### config.mk
export PLATFORM = sky130hd
export DESIGN_NAME = tm1638_frame_seq
export DESIGN_NICKNAME = d
export VERILOG_FILES = /design/src/rtl/tm1638_pkg.sv /design/src/rtl/tm1638_frame_seq.sv
export SDC_FILE = /design/constraint.sdc
export NUM_CORES = 1
export LEC_CHECK = 0
export BUFFER_PORTS_ARGS = -buffer_cell sky130_fd_sc_hd__buf_2
export CAP_MARGIN = 10
export CORE_MARGIN = 5
export CORE_UTILIZATION = 47
export DETAILED_ROUTE_END_ITERATION = 6
export HOLD_SLACK_MARGIN = 0.1
export PLACE_DENSITY = 0.69
export SLEW_MARGIN = 20
export SYNTH_ARGS = -nofsm -noshare
export SYNTH_HDL_FRONTEND = slang
export SYNTH_SLANG_ARGS = --single-unit
### constraint.sdc
create_clock -name clk -period 4.5 [get_ports clk]
set_clock_uncertainty 0.05 [all_clocks]
set_input_delay 0 -clock clk [delete_from_list [all_inputs] [get_ports clk]]
set_output_delay 0 -clock clk [all_outputs]
set_load 0.02 [all_outputs]
### src/rtl/tm1638_pkg.sv
// TM1638 command bytes, frame byte positions and sequencer states.
// Shared by the frame sequencer and anything that decodes its traffic.
package tm1638_pkg;

    localparam logic [7:0] CMD_DATA_WR  = 8'h40;
    localparam logic [7:0] CMD_DATA_RD  = 8'h42;
    localparam logic [7:0] CMD_ADDR0    = 8'hC0;
    localparam logic [7:0] CMD_DISP_OFF = 8'h80;
    localparam logic [7:0] CMD_DISP_ON  = 8'h88;

    localparam logic [4:0] IDX_P0     = 5'd0;
    localparam logic [4:0] IDX_ADDR   = 5'd1;
    localparam logic [4:0] IDX_P1_END = 5'd17;
    localparam logic [4:0] IDX_P2     = 5'd18;
    localparam logic [4:0] IDX_P3_CMD = 5'd19;
    localparam logic [4:0] IDX_RD0    = 5'd20;
    localparam logic [4:0] IDX_LAST   = 5'd23;

    typedef enum logic [3:0] {
        IDLE,
        SNAP,
        STB_LO,
        ISSUE,
        ARM,
        XFER,
        NEXT,
        STB_HI,
        GAP
    } state_t;

    function automatic logic [7:0] led_byte(input logic on);
        return on ? 8'h01 : 8'h00;
    endfunction

    function automatic logic [7:0] disp_byte(
        input logic       on,
        input logic [2:0] level
    );
        return on ? (CMD_DISP_ON | {5'd0, level}) : CMD_DISP_OFF;
    endfunction

endpackage

### src/rtl/tm1638_frame_seq.sv
// TM1638 frame sequencer: refreshes 8 digits, 8 LEDs and brightness,
// then reads the key matrix, driving an external byte-transfer engine.
module tm1638_frame_seq
    import tm1638_pkg::*;
#(
    parameter int clk_mhz = 27,
    parameter int gap_us  = 1
) (
    input  logic        clk,
    input  logic        rst,
    input  logic        enable,
    input  logic [63:0] digits,
    input  logic [7:0]  leds,
    input  logic [2:0]  brightness,
    input  logic        display_on,
    output logic [7:0]  keys,
    output logic        frame_done,
    output logic        stb,
    output logic        dio_oe,
    output logic        sio_latch,
    output logic [7:0]  sio_data,
    output logic        sio_rw,
    input  logic        sio_busy,
    input  logic [7:0]  sio_rdata
);

    localparam int GAP_RAW = clk_mhz * gap_us;
    localparam int GAP_CYC = (GAP_RAW < 1) ? 1 : GAP_RAW;
    localparam int GW      = $clog2(GAP_CYC + 1);

    state_t      state;
    logic [4:0]  idx;
    logic [GW-1:0] gcnt;
    logic        last;
    logic        armed;

    logic [63:0] digits_q;
    logic [7:0]  leds_q;
    logic [2:0]  bright_q;
    logic        disp_q;
    logic [7:0]  rd_q [4];

    logic [7:0]  tx_byte;
    logic        tx_rw;
    logic [3:0]  pos;
    logic [1:0]  rk;
    logic [7:0]  next_keys;

    assign rk = 2'(idx - IDX_RD0);

    // Byte to send (and direction) for the current frame position.
    always_comb begin
        tx_byte = 8'h00;
        tx_rw   = 1'b0;
        pos     = 4'(idx - 5'd2);
        if (idx == IDX_P0) begin
            tx_byte = CMD_DATA_WR;
        end else if (idx == IDX_ADDR) begin
            tx_byte = CMD_ADDR0;
        end else if (idx <= IDX_P1_END) begin
            if (pos[0])
                tx_byte = led_byte(leds_q[pos[3:1]]);
            else
                tx_byte = digits_q[{pos[3:1], 3'b000} +: 8];
        end else if (idx == IDX_P2) begin
            tx_byte = disp_byte(disp_q, bright_q);
        end else if (idx == IDX_P3_CMD) begin
            tx_byte = CMD_DATA_RD;
        end else begin
            tx_rw = 1'b1;
        end
    end

    // Key byte k carries key k in bit 0 and key k+4 in bit 4.
    always_comb begin
        next_keys = 8'h00;
        for (int k = 0; k < 4; k++) begin
            next_keys[k]     = rd_q[k][0];
            next_keys[k + 4] = rd_q[k][4];
        end
    end

    // Frame sequencing FSM with registered strobe and engine handshake.
    always_ff @(posedge clk or negedge rst) begin
        if (!rst) begin
            state      <= IDLE;
            idx        <= 5'd0;
            gcnt       <= '0;
            last       <= 1'b0;
            armed      <= 1'b0;
            digits_q   <= 64'd0;
            leds_q     <= 8'd0;
            bright_q   <= 3'd0;
            disp_q     <= 1'b0;
            for (int k = 0; k < 4; k++) rd_q[k] <= 8'd0;
            keys       <= 8'd0;
            frame_done <= 1'b0;
            stb        <= 1'b1;
            dio_oe     <= 1'b0;
            sio_latch  <= 1'b0;
            sio_data   <= 8'd0;
            sio_rw     <= 1'b0;
        end else begin
            frame_done <= 1'b0;
            armed      <= 1'b1;
            unique case (state)
                IDLE: begin
                    if (enable && armed) state <= SNAP;
                end
                SNAP: begin
                    digits_q <= digits;
                    leds_q   <= leds;
                    bright_q <= brightness;
                    disp_q   <= display_on;
                    idx      <= 5'd0;
                    last     <= 1'b0;
                    stb      <= 1'b0;
                    dio_oe   <= 1'b1;
                    state    <= STB_LO;
                end
                STB_LO: begin
                    state <= ISSUE;
                end
                ISSUE: begin
                    if (!sio_latch) begin
                        sio_data <= tx_byte;
                        sio_rw   <= tx_rw;
                        dio_oe   <= ~tx_rw;
                        if (!sio_busy) sio_latch <= 1'b1;
                    end else begin
                        sio_latch <= 1'b0;
                        state     <= ARM;
                    end
                end
                ARM: begin
                    state <= XFER;
                end
                XFER: begin
                    if (!sio_busy) begin
                        if (sio_rw) rd_q[rk] <= sio_rdata;
                        state <= NEXT;
                    end
                end
                NEXT: begin
                    if (idx == IDX_LAST) begin
                        last   <= 1'b1;
                        stb    <= 1'b1;
                        dio_oe <= 1'b0;
                        state  <= STB_HI;
                    end else if (idx == IDX_P0 || idx == IDX_P1_END
                                 || idx == IDX_P2) begin
                        idx    <= idx + 5'd1;
                        stb    <= 1'b1;
                        dio_oe <= 1'b0;
                        state  <= STB_HI;
                    end else if (idx == IDX_P3_CMD) begin
                        idx   <= idx + 5'd1;
                        gcnt  <= GW'(GAP_CYC - 1);
                        state <= GAP;
                    end else begin
                        idx   <= idx + 5'd1;
                        state <= ISSUE;
                    end
                end
                STB_HI: begin
                    gcnt  <= GW'(GAP_CYC - 1);
                    state <= GAP;
                end
                GAP: begin
                    if (gcnt != '0) begin
                        gcnt <= gcnt - 1'b1;
                    end else if (!stb) begin
                        state <= ISSUE;
                    end else if (last) begin
                        keys       <= next_keys;
                        frame_done <= 1'b1;
                        idx        <= 5'd0;
                        state      <= enable ? SNAP : IDLE;
                    end else begin
                        stb    <= 1'b0;
                        dio_oe <= 1'b1;
                        state  <= STB_LO;
                    end
                end
                default: state <= IDLE;
            endcase
        end
    end

endmodule

=== Word-level counts from Yosys, hierarchy flattened ===
Index checks and enable logic that the tools add are counted.
W data, S select, Z words.

* Register bits after elaboration: 145
* Input bits: 88

* Add/sub/neg operators: 4
* Bitwise operators: 5
* Mux-type cells: 58
* Shifts and indexed selects: 1
* Reductions and logical operators: 20
* Magnitude comparators: 4
* Eq/ne operators: 27

{| class="wikitable"
|+ Operators by type and width
! operator !! number
|-
| $shiftx A64 B7 Y8 || 1
|-
| $mux W8 || 6
|-
| $mux W5 || 8
|-
| $pmux W4 S9 || 1
|-
| $bwmux W32 || 1
|-
| $mux W4 || 8
|-
| $pmux W5 S3 || 2
|-
| $ne A2 B2 Y1 const B || 13
|-
| $mux W1 || 24
|-
| $eq A5 B5 Y1 const B || 4
|-
| $demux W8 S2 || 1
|-
| $eq A4 B3 Y1 const B || 4
|-
| $reduce_and A5 Y1 || 2
|-
| $eq A4 B2 Y1 const B || 2
|-
| $reduce_and A4 Y1 || 2
|-
| $mux W7 || 1
|-
| $reduce_and A3 Y1 || 2
|-
| $reduce_and A6 Y1 || 1
|-
| $reduce_bool A3 Y1 || 2
|-
| $add A5 B1 Y5 const B || 1
|-
| $eq A5 B1 Y1 const B || 1
|-
| $le A5 B5 Y1 const B || 1
|-
| $logic_not A5 Y1 || 1
|-
| $reduce_bool A5 Y1 || 1
|-
| 22 further kinds || 29
|}

=== Logic depth before layout (Yosys ltp) ===
Gate-level depths: netlist of run 1.

* Depth after elaboration: 9
* Mapped depth: 11

=== Worst setup path before layout of run 1 ===
No wires, ideal clock.

* Path type: reg-to-reg
* Start point: register idx[1]
* End point: register sio_data[0]
* Data arrival time: 2628 ps
* Data required time: 4328 ps
* Clock period less this slack: 2800 ps
* Buffers on the path: 3
* Cell stages (with the launch flop): 10
* Setup slack: 1700 ps
* Path through: dfrtp_1 buf_4 buf_2 inv_1 ha_1 clkbuf_1 mux4_2 a2111oi_2 o32ai_1 a32o_1

* Word-level cells in the longest chain between the ends: 8
* Elaborated cells on any way between the ends: 14

{| class="wikitable"
|+ Ends and longest elaborated chain
! what !! line !! source
|-
| from (decl) || tm1638_frame_seq.sv:32 || <nowiki>logic [4:0] idx;</nowiki>
|-
| from (signal assigned) || tm1638_frame_seq.sv:152 || <nowiki>idx <= idx + 5'd1;</nowiki>
|-
| from (signal assigned) || tm1638_frame_seq.sv:157 || <nowiki>idx <= idx + 5'd1;</nowiki>
|-
| from (signal assigned) || tm1638_frame_seq.sv:161 || <nowiki>idx <= idx + 5'd1;</nowiki>
|-
| branches (longest 7 deep; another with $sub A4 B2 Y4) || n/a ||
|-
| $mux W8 (*) || tm1638_frame_seq.sv:56 || <nowiki>if (idx == IDX_P0) begin</nowiki>
|-
| to (signal assigned) || tm1638_frame_seq.sv:126 || <nowiki>sio_data <= tx_byte;</nowiki>
|-
| to (decl) || tm1638_frame_seq.sv:21 || <nowiki>output logic [7:0] sio_data,</nowiki>
|}

Every way passes the cells marked *. The select of a mux whose other input is x is not followed.
A chain may end at the register's enable or synchronous reset.

=== Worst setup path in the final report of run 1 ===
* Start point: register idx[2]
* End point: register dio_oe

* Word-level cells in the longest chain between the ends: 9
* Elaborated cells on any way between the ends: 20

{| class="wikitable"
|+ Ends and longest elaborated chain
! what !! line !! source
|-
| $eq A5 B5 Y1 || tm1638_frame_seq.sv:67 || <nowiki>end else if (idx == IDX_P3_CMD) begin</nowiki>
|-
| $mux W1 || tm1638_frame_seq.sv:67 ||
|-
| $mux W1 || tm1638_frame_seq.sv:65 || <nowiki>end else if (idx == IDX_P2) begin</nowiki>
|-
| $mux W1 || tm1638_frame_seq.sv:60 || <nowiki>end else if (idx <= IDX_P1_END) begin</nowiki>
|-
| $mux W1 || tm1638_frame_seq.sv:58 || <nowiki>end else if (idx == IDX_ADDR) begin</nowiki>
|-
| $mux W1 || tm1638_frame_seq.sv:56 ||
|-
| $not A1 Y1 || tm1638_frame_seq.sv:128 || <nowiki>dio_oe <= ~tx_rw;</nowiki>
|-
| $mux W1 || tm1638_frame_seq.sv:125 || <nowiki>if (!sio_latch) begin</nowiki>
|-
| $pmux W1 S4 || tm1638_frame_seq.sv:106 || <nowiki>unique case (state)</nowiki>
|-
| to (signal assigned) || tm1638_frame_seq.sv:128 ||
|-
| to (decl) || tm1638_frame_seq.sv:19 || <nowiki>output logic dio_oe,</nowiki>
|}

Parallel ways exist; a longest one is shown, timed or not. The select of a mux whose other input is x is not followed.

==> results of run 1 <==
[what timing repair did]
item                                    in CTS  in global routing
hold buffers                                81                  0
endpoints found under the setup margin       0                  0
hold endpoints to repair                   153                  0
[path summary, 6_finish.rpt]
check | start | to | slack (ps) | cells after the start
max in group asynchronous | rst | digits_q[33] | 3010 | 3
min | rst | bright_q[1] | 180 | 2
min in group clk | leds[7] | leds_q[7] | 290 | 3
min reg2reg | sio_data[5] | sio_data[5] | 430 | 2
max | idx[2] | dio_oe | 1670 | 7
max reg2reg | idx[2] | dio_oe | 1670 | 7
[layout make-up]
| cell class | count | area share |
|---|---|---|
| timing repair buffer | 187 | 0.171 |
| clock inverter | 10 | 0.0208 |
| inverter | 13 | 0.00615 |
| clock buffer | 21 | 0.0606 |
| tap | 168 | 0.0265 |
| sequential | 121 | 0.382 |
| multi-input combinational | 282 | 0.333 |
[metrics by stage]
step / instances / utilization
floorplan: 440 / -
global placement: 690 / 0.535
detailed placement: 690 / 0.535
CTS: 802 / 0.655
global route: 802 / 0.655
finish: 802 / 0.655
[state kept, by name (all words and copies together), names as in the netlist]
register    count
sio_data        8
disp_q          1
leds_q          8
dio_oe          1
stb             1
next_keys       8
frame_done      1
last            1
sio_rw          1
bright_q        3
keys            8
sio_latch       1
idx             5
armed           1
gcnt            5
digits_q       64
state           4
[report_power, final]
part	internal [mW]	total, mW	switching (mW)
registers	1.54	1.88	0.334
logic	0.886	1.60	0.711
clock network	0.984	1.46	0.476
total	3.41	4.93	1.52
[kinds of logic (layout without fill, tap and decap cells)]
kind of cell | count (synthesis) | after routing | share of synthesized area
muxes | 120 | 120 | 0.265
other | 1 | 1 | 0.000642
AOI/OAI and AO/OA | 60 | 60 | 0.0728
buffers and inverters | 37 | 231 | 0.0287
DFF | 121 | 121 | 0.519
and+or+nand+nor | 85 | 85 | 0.0850
xor gates and xnor gates | 7 | 7 | 0.0105
adders and majority gates | 9 | 9 | 0.0193
[per-layer routing]
layer,GRT usage,up-vias
met5,0,-
met4,0.0686,0
met3,0.0457,13
met2,0.346,106
met1,0.252,2193
li1,-,1997
[cell usage in the layout (no fill, tap or decap), drive strengths merged, types with 11 or more instances in the layout]
cell type	count
dfrtp	120
nor2	15
mux2	95
mux4	18
inv	14
nand2	26
clkbuf	21
buf	106
dlygate4sd3	81
o21ai	11
==> impl_metrics.tcl, run 1 <==
set metrics [dict create \
    status "completed" \
    n_fill_cell 914 \
    overflow 0 \
    grt_max_degree 80 \
    multiInputGateArea_sq_um 2650 \
    std_cell_rows 40 \
    ant_nets 0 \
    routed-wl-met3_um 663 \
    via_per_inst 5.37 \
    fmax_ghz 0.354 \
    initial_core_util 0.482 \
    drive_above_1_share 0.363 \
    synthArstFlopShare 1.00 \
    dp_slack_ps 1800 \
    synth_edf_count 0 \
    drc 0 \
    placed_area_sq_um 6480 \
    slowest_delay_ps 820 \
    rsz0062_at_grt "no" \
    p_leak_nw 3.57 \
    crit_path_frequent_cell "inv_1" \
    hold_violations 0 \
    cts_tree "yes" \
    core-area_sq_um 12100 \
    wl_met2_um 7300 \
    hold_class "input pin to async pin" \
    dr.pass1.iters 4 \
    cp_data_arrival_time_ps 3120 \
    setup_violations 0 \
    syn_area_sq_um 5840 \
    drtIter0Drc 319 \
    worst-path-buf-inv 2 \
    netlist.top_cell.by_area "dfrtp_1" \
    critPathLaunchType "flop" \
    ctsResizeCount 0 \
    die_h_um 121 \
    path_max_fanout 11 \
    dieArea_sq_um 14800 \
    setup_slack_ps 1670 \
    critical_path.endpoint_type "flop" \
    worst_ep_required_time_ps 4790 \
    cp_slowest_cell "o311ai_1" \
    diodes 0 \
    ys_warn_count 0 \
    area_delta_synth_final_pct 35.8 \
    grt_usage 0.202 \
    regArea_sq_um 3030 \
    grt_pass1_vias 4609 \
    period_needed_ps 2830 \
    insertion_delay_ps 410 \
    synth_top_area_share 0.514 \
    cp_cell_sequence "inv_1 > ha_1 > inv_1 > o311ai_1 > nor4_1 > a21oi_1 > a22o_1" \
    cts.sinks 121 \
    whs_ps 177 \
    cts_inserted_buffers 17 \
    ys_ff_latch 121 \
    finalWeightedCongestion 0.810 \
    ir_drop_uv 406 \
    ys_types 61 \
    syn_nets 537 \
    top_layer "met4" \
    h-tree-depth 4 \
    ios 109 \
    crit_type "flop to flop" \
    timing.setup.tns_ps 0 \
    met1_length_um 5820 \
    maxSlewViolCount 0 \
    cts_setup_buffers 0 \
    grt_antenna_before_repair 0 \
    drt_wl_total_um 13900 \
    ys.flop_type "dfrtp_1" \
    tightest_slew_ps 998 \
    synth_common_cells "120 x dfrtp_1, 67 x mux2_2, 28 x mux2_1" \
    grt_pass1_wl_um 23300 \
    clockBufferDepth 2 \
    final_cell_area_sq_um 7930 \
    wl_per_cell_um 17.3 \
    syn_area_per_cell_sq_um 13.3 \
    syn-instance-count 440 \
    portBuffers 102 \
    power_mw 4.93 \
    critPathTopFamily "compound AO/OA/AOI/OAI gates" \
    maxCapViolCount 0 \
    max_slew_margin 0.326 \
    root_buffer "clkbuf_16" \
    vias 4309 \
    ys_seq_area_frac 0.519 \
    fin_nets 719 \
    clk_pin_slew_worst_paths_ps 50 \
    die_w_um 121 \
    synth_area_leaders "dfrtp_1 51%, mux2_2 13%, mux4_2 6.9%, mux2_1 5.4%, ha_1 1.9%" \
    power_density_nw_per_um2 622 \
    layout_worst_path_cycle_share 0.628 \
    synth_most_common_cell "dfrtp_1" \
    hpwl_um 9020 \
]
Note: power is estimated with default switching activity, not from simulation.
==> run 2, diff against run 1 <==
- ABC_AREA: default -> 1
- PLACE_DENSITY: 0.69 -> 0.72
- clock period: 4.5 -> 2.4 ns (I/O delays scaled with it)
==> run 2 against run 1 <==
Net effect: synthesized cell count is 82% higher; routed wire length rose by 19%; design area is 4.0% higher; sequential power is 72% higher; critical path depth up 3; flip-flop and latch count unchanged; register-to-register slack got worse by 1300 ps; area after synthesis is 3.8% higher; global-route usage rose by 2.9 points; clock-buffer cell count fell by 1; final cell count rose by 46%; die area is 3.5% higher.
==> impl_metrics.tcl, run 2 <==
set metrics [dict create \
    status "completed" \
    placed_area_sq_um 6770 \
    final_cell_area_sq_um 8250 \
    ys_seq_area_frac 0.500 \
    portBuffers 102 \
    synth_most_common_cell "nand2_1" \
    dieArea_sq_um 15300 \
    layout_worst_path_cycle_share 0.842 \
    final_cell_count_no_fill 1169 \
    timing.setup.tns_ps 0 \
    dr.pass1.iters 5 \
    fmax_ghz 0.495 \
    syn-instance-count 800 \
    finalWeightedCongestion 0.891 \
    ys_warn_count 0 \
    wl_per_cell_um 14.2 \
    largest_reg_flops 64 \
    n_fill_cell 1025 \
    std_cell_rows 41 \
    clk_pin_slew_worst_paths_ps 60 \
    period_needed_ps 2020 \
    critPathLaunchType "flop" \
    vias 5761 \
    ys.flop_type "dfrtp_1" \
    grt_pass1_vias 5662 \
    grt_max_degree 53 \
    synth_top_area_share 0.495 \
    cts.sinks 121 \
    critical_path.endpoint_type "flop" \
    area_delta_synth_final_pct 36.0 \
    drc 0 \
    initial_core_util 0.480 \
    synthArstFlopShare 1.00 \
    die_h_um 124 \
    syn_area_per_cell_sq_um 7.58 \
    setup_violations 0 \
    cts_tree "yes" \
    hold_violations 0 \
    drive_above_1_share 0.186 \
    clockBufferDepth 2 \
    final_cell_mix "343 x nand2_1, 120 x dfrtp_1, 101 x buf_2, 81 x dlygate4sd3_1, 62 x inv_1" \
    netlist.top_cell.by_area "dfrtp_1" \
    ant_nets 0 \
    synth_area_leaders "dfrtp_1 50%, nand2_1 21%, nand3_1 4.9%, inv_1 3.8%, o21ai_0 3.1%" \
    crit_type "flop to flop" \
    ys_types 31 \
    maxCapViolCount 0 \
    overflow 0 \
    insertion_delay_ps 430 \
    rsz0062_at_grt "no" \
    ys_ff_latch 121 \
    drt_wl_total_um 16600 \
    setup_slack_ps 380 \
    power_density_nw_per_um2 1120 \
    ir_drop_uv 609 \
    grt_antenna_before_repair 1 \
    core-area_sq_um 12600 \
    cp_data_arrival_time_ps 2280 \
    max_slew_margin 0.537 \
    path_max_fanout 14 \
    syn_area_sq_um 6060 \
    mostFrequentLayoutCell "nand2_1" \
    synth_edf_count 0 \
    grt_pass1_wl_um 27100 \
    root_buffer "clkbuf_16" \
    maxSlewViolCount 0 \
    p_leak_nw 4.35 \
    hpwl_um 10500 \
    synth_common_cells "343 x nand2_1, 120 x dfrtp_1, 62 x inv_1" \
    drtIter0Drc 443 \
    tightest_slew_ps 694 \
    dp_slack_ps 390 \
    worst_ep_required_time_ps 2660 \
    syn_nets 897 \
    h-tree-depth 4 \
    ios 109 \
    cts_inserted_buffers 17 \
    dpl.cell_count 1056 \
    grt_usage 0.231 \
    largest_register "digits_q" \
    die_w_um 124 \
    hold_class "input pin to async pin" \
    fin_nets 1081 \
    via_per_inst 4.93 \
]
-- run 2: kinds of logic after synthesis --
| group | Yosys count | synth area share |
|---|---|---|
| and+or+nand+nor | 467 | 0.323 |
| DFF | 121 | 0.500 |
| buffers and inverters | 104 | 0.0710 |
| AOI/OAI and AO/OA | 94 | 0.0815 |
| adders and majority gates | 9 | 0.0186 |
| xor gates and xnor gates | 4 | 0.00578 |
| other | 1 | 0.000619 |
-- run 2: critical path, stage by stage (launching register included) --
cell	delay [ps]
dfrtp_1	440
inv_2	220
ha_1	310
inv_1	360
nand3_1	130
nand3_1	110
nand2_1	60
nand2_1	60
nand2_1	50
nand2_1	60
nand2_1	50
-- run 2: where the power goes --
group          total (mW)  internal (mW)  switching, mW
registers            3.23           2.82          0.414
logic                3.12           1.12           1.99
clock network        2.86           1.92          0.941
total                9.20           5.85           3.35
-- run 2: path summary, 6_finish.rpt --
check / startpoint / end / slack, ps / depth (start not counted)
hold reg to reg: next_keys[7] / keys[7] / 410 / 2
max in group asynchronous: rst / stb / 1460 / 3
hold / removal: rst / digits_q[20] / 120 / 2
setup reg to reg: idx[1] / sio_data[7] / 380 / 10
min in group clk: leds[2] / leds_q[2] / 260 / 4
setup / recovery: idx[1] / sio_data[7] / 380 / 10
-- run 2: area by class of cell --
| cell class | count | area [sq um] | share of cell area |
|---|---|---|---|
| antenna | 1 | 2.50 | 0.000303 |
| clock buffer | 20 | 467 | 0.0566 |
| clock inverter | 11 | 194 | 0.0235 |
| inverter | 76 | 288 | 0.0349 |
| multi-input combinational | 575 | 2600 | 0.316 |
| sequential | 121 | 3030 | 0.367 |
| tap | 172 | 215 | 0.0261 |
| timing repair buffer | 193 | 1450 | 0.176 |
-- run 2: per-layer routing --
| layer | wire, um | GRT usage | up-vias |
|---|---|---|---|
| met3 | 965 | 0.0540 | 44 |
| met5 | 0 | 0 | - |
| li1 | - | - | 2868 |
| met1 | 6950 | 0.286 | 2630 |
| met2 | 8160 | 0.387 | 219 |
| met4 | 485 | 0.104 | 0 |
-- run 2: what timing repair did --
action | 4_1_cts | 5_1_grt
hold buffers | 81 | 0
buffers inserted | 0 | 0
endpoints found under the hold margin | 208 | 0
resized for setup | 0 | 0
-- run 2: stage by stage --
| stage | hold WS [ps] | power, mW | util |
|---|---|---|---|
| after global routing | 191 | 9.84 | 0.653 |
| after detailed placement | 40.5 | 6.21 | 0.537 |
| after floorplan | -346 | 5.44 | - |
| after CTS | 139 | 9.20 | 0.653 |
| after global placement | 42.9 | 6.15 | 0.537 |
| final | 116 | 9.20 | 0.653 |
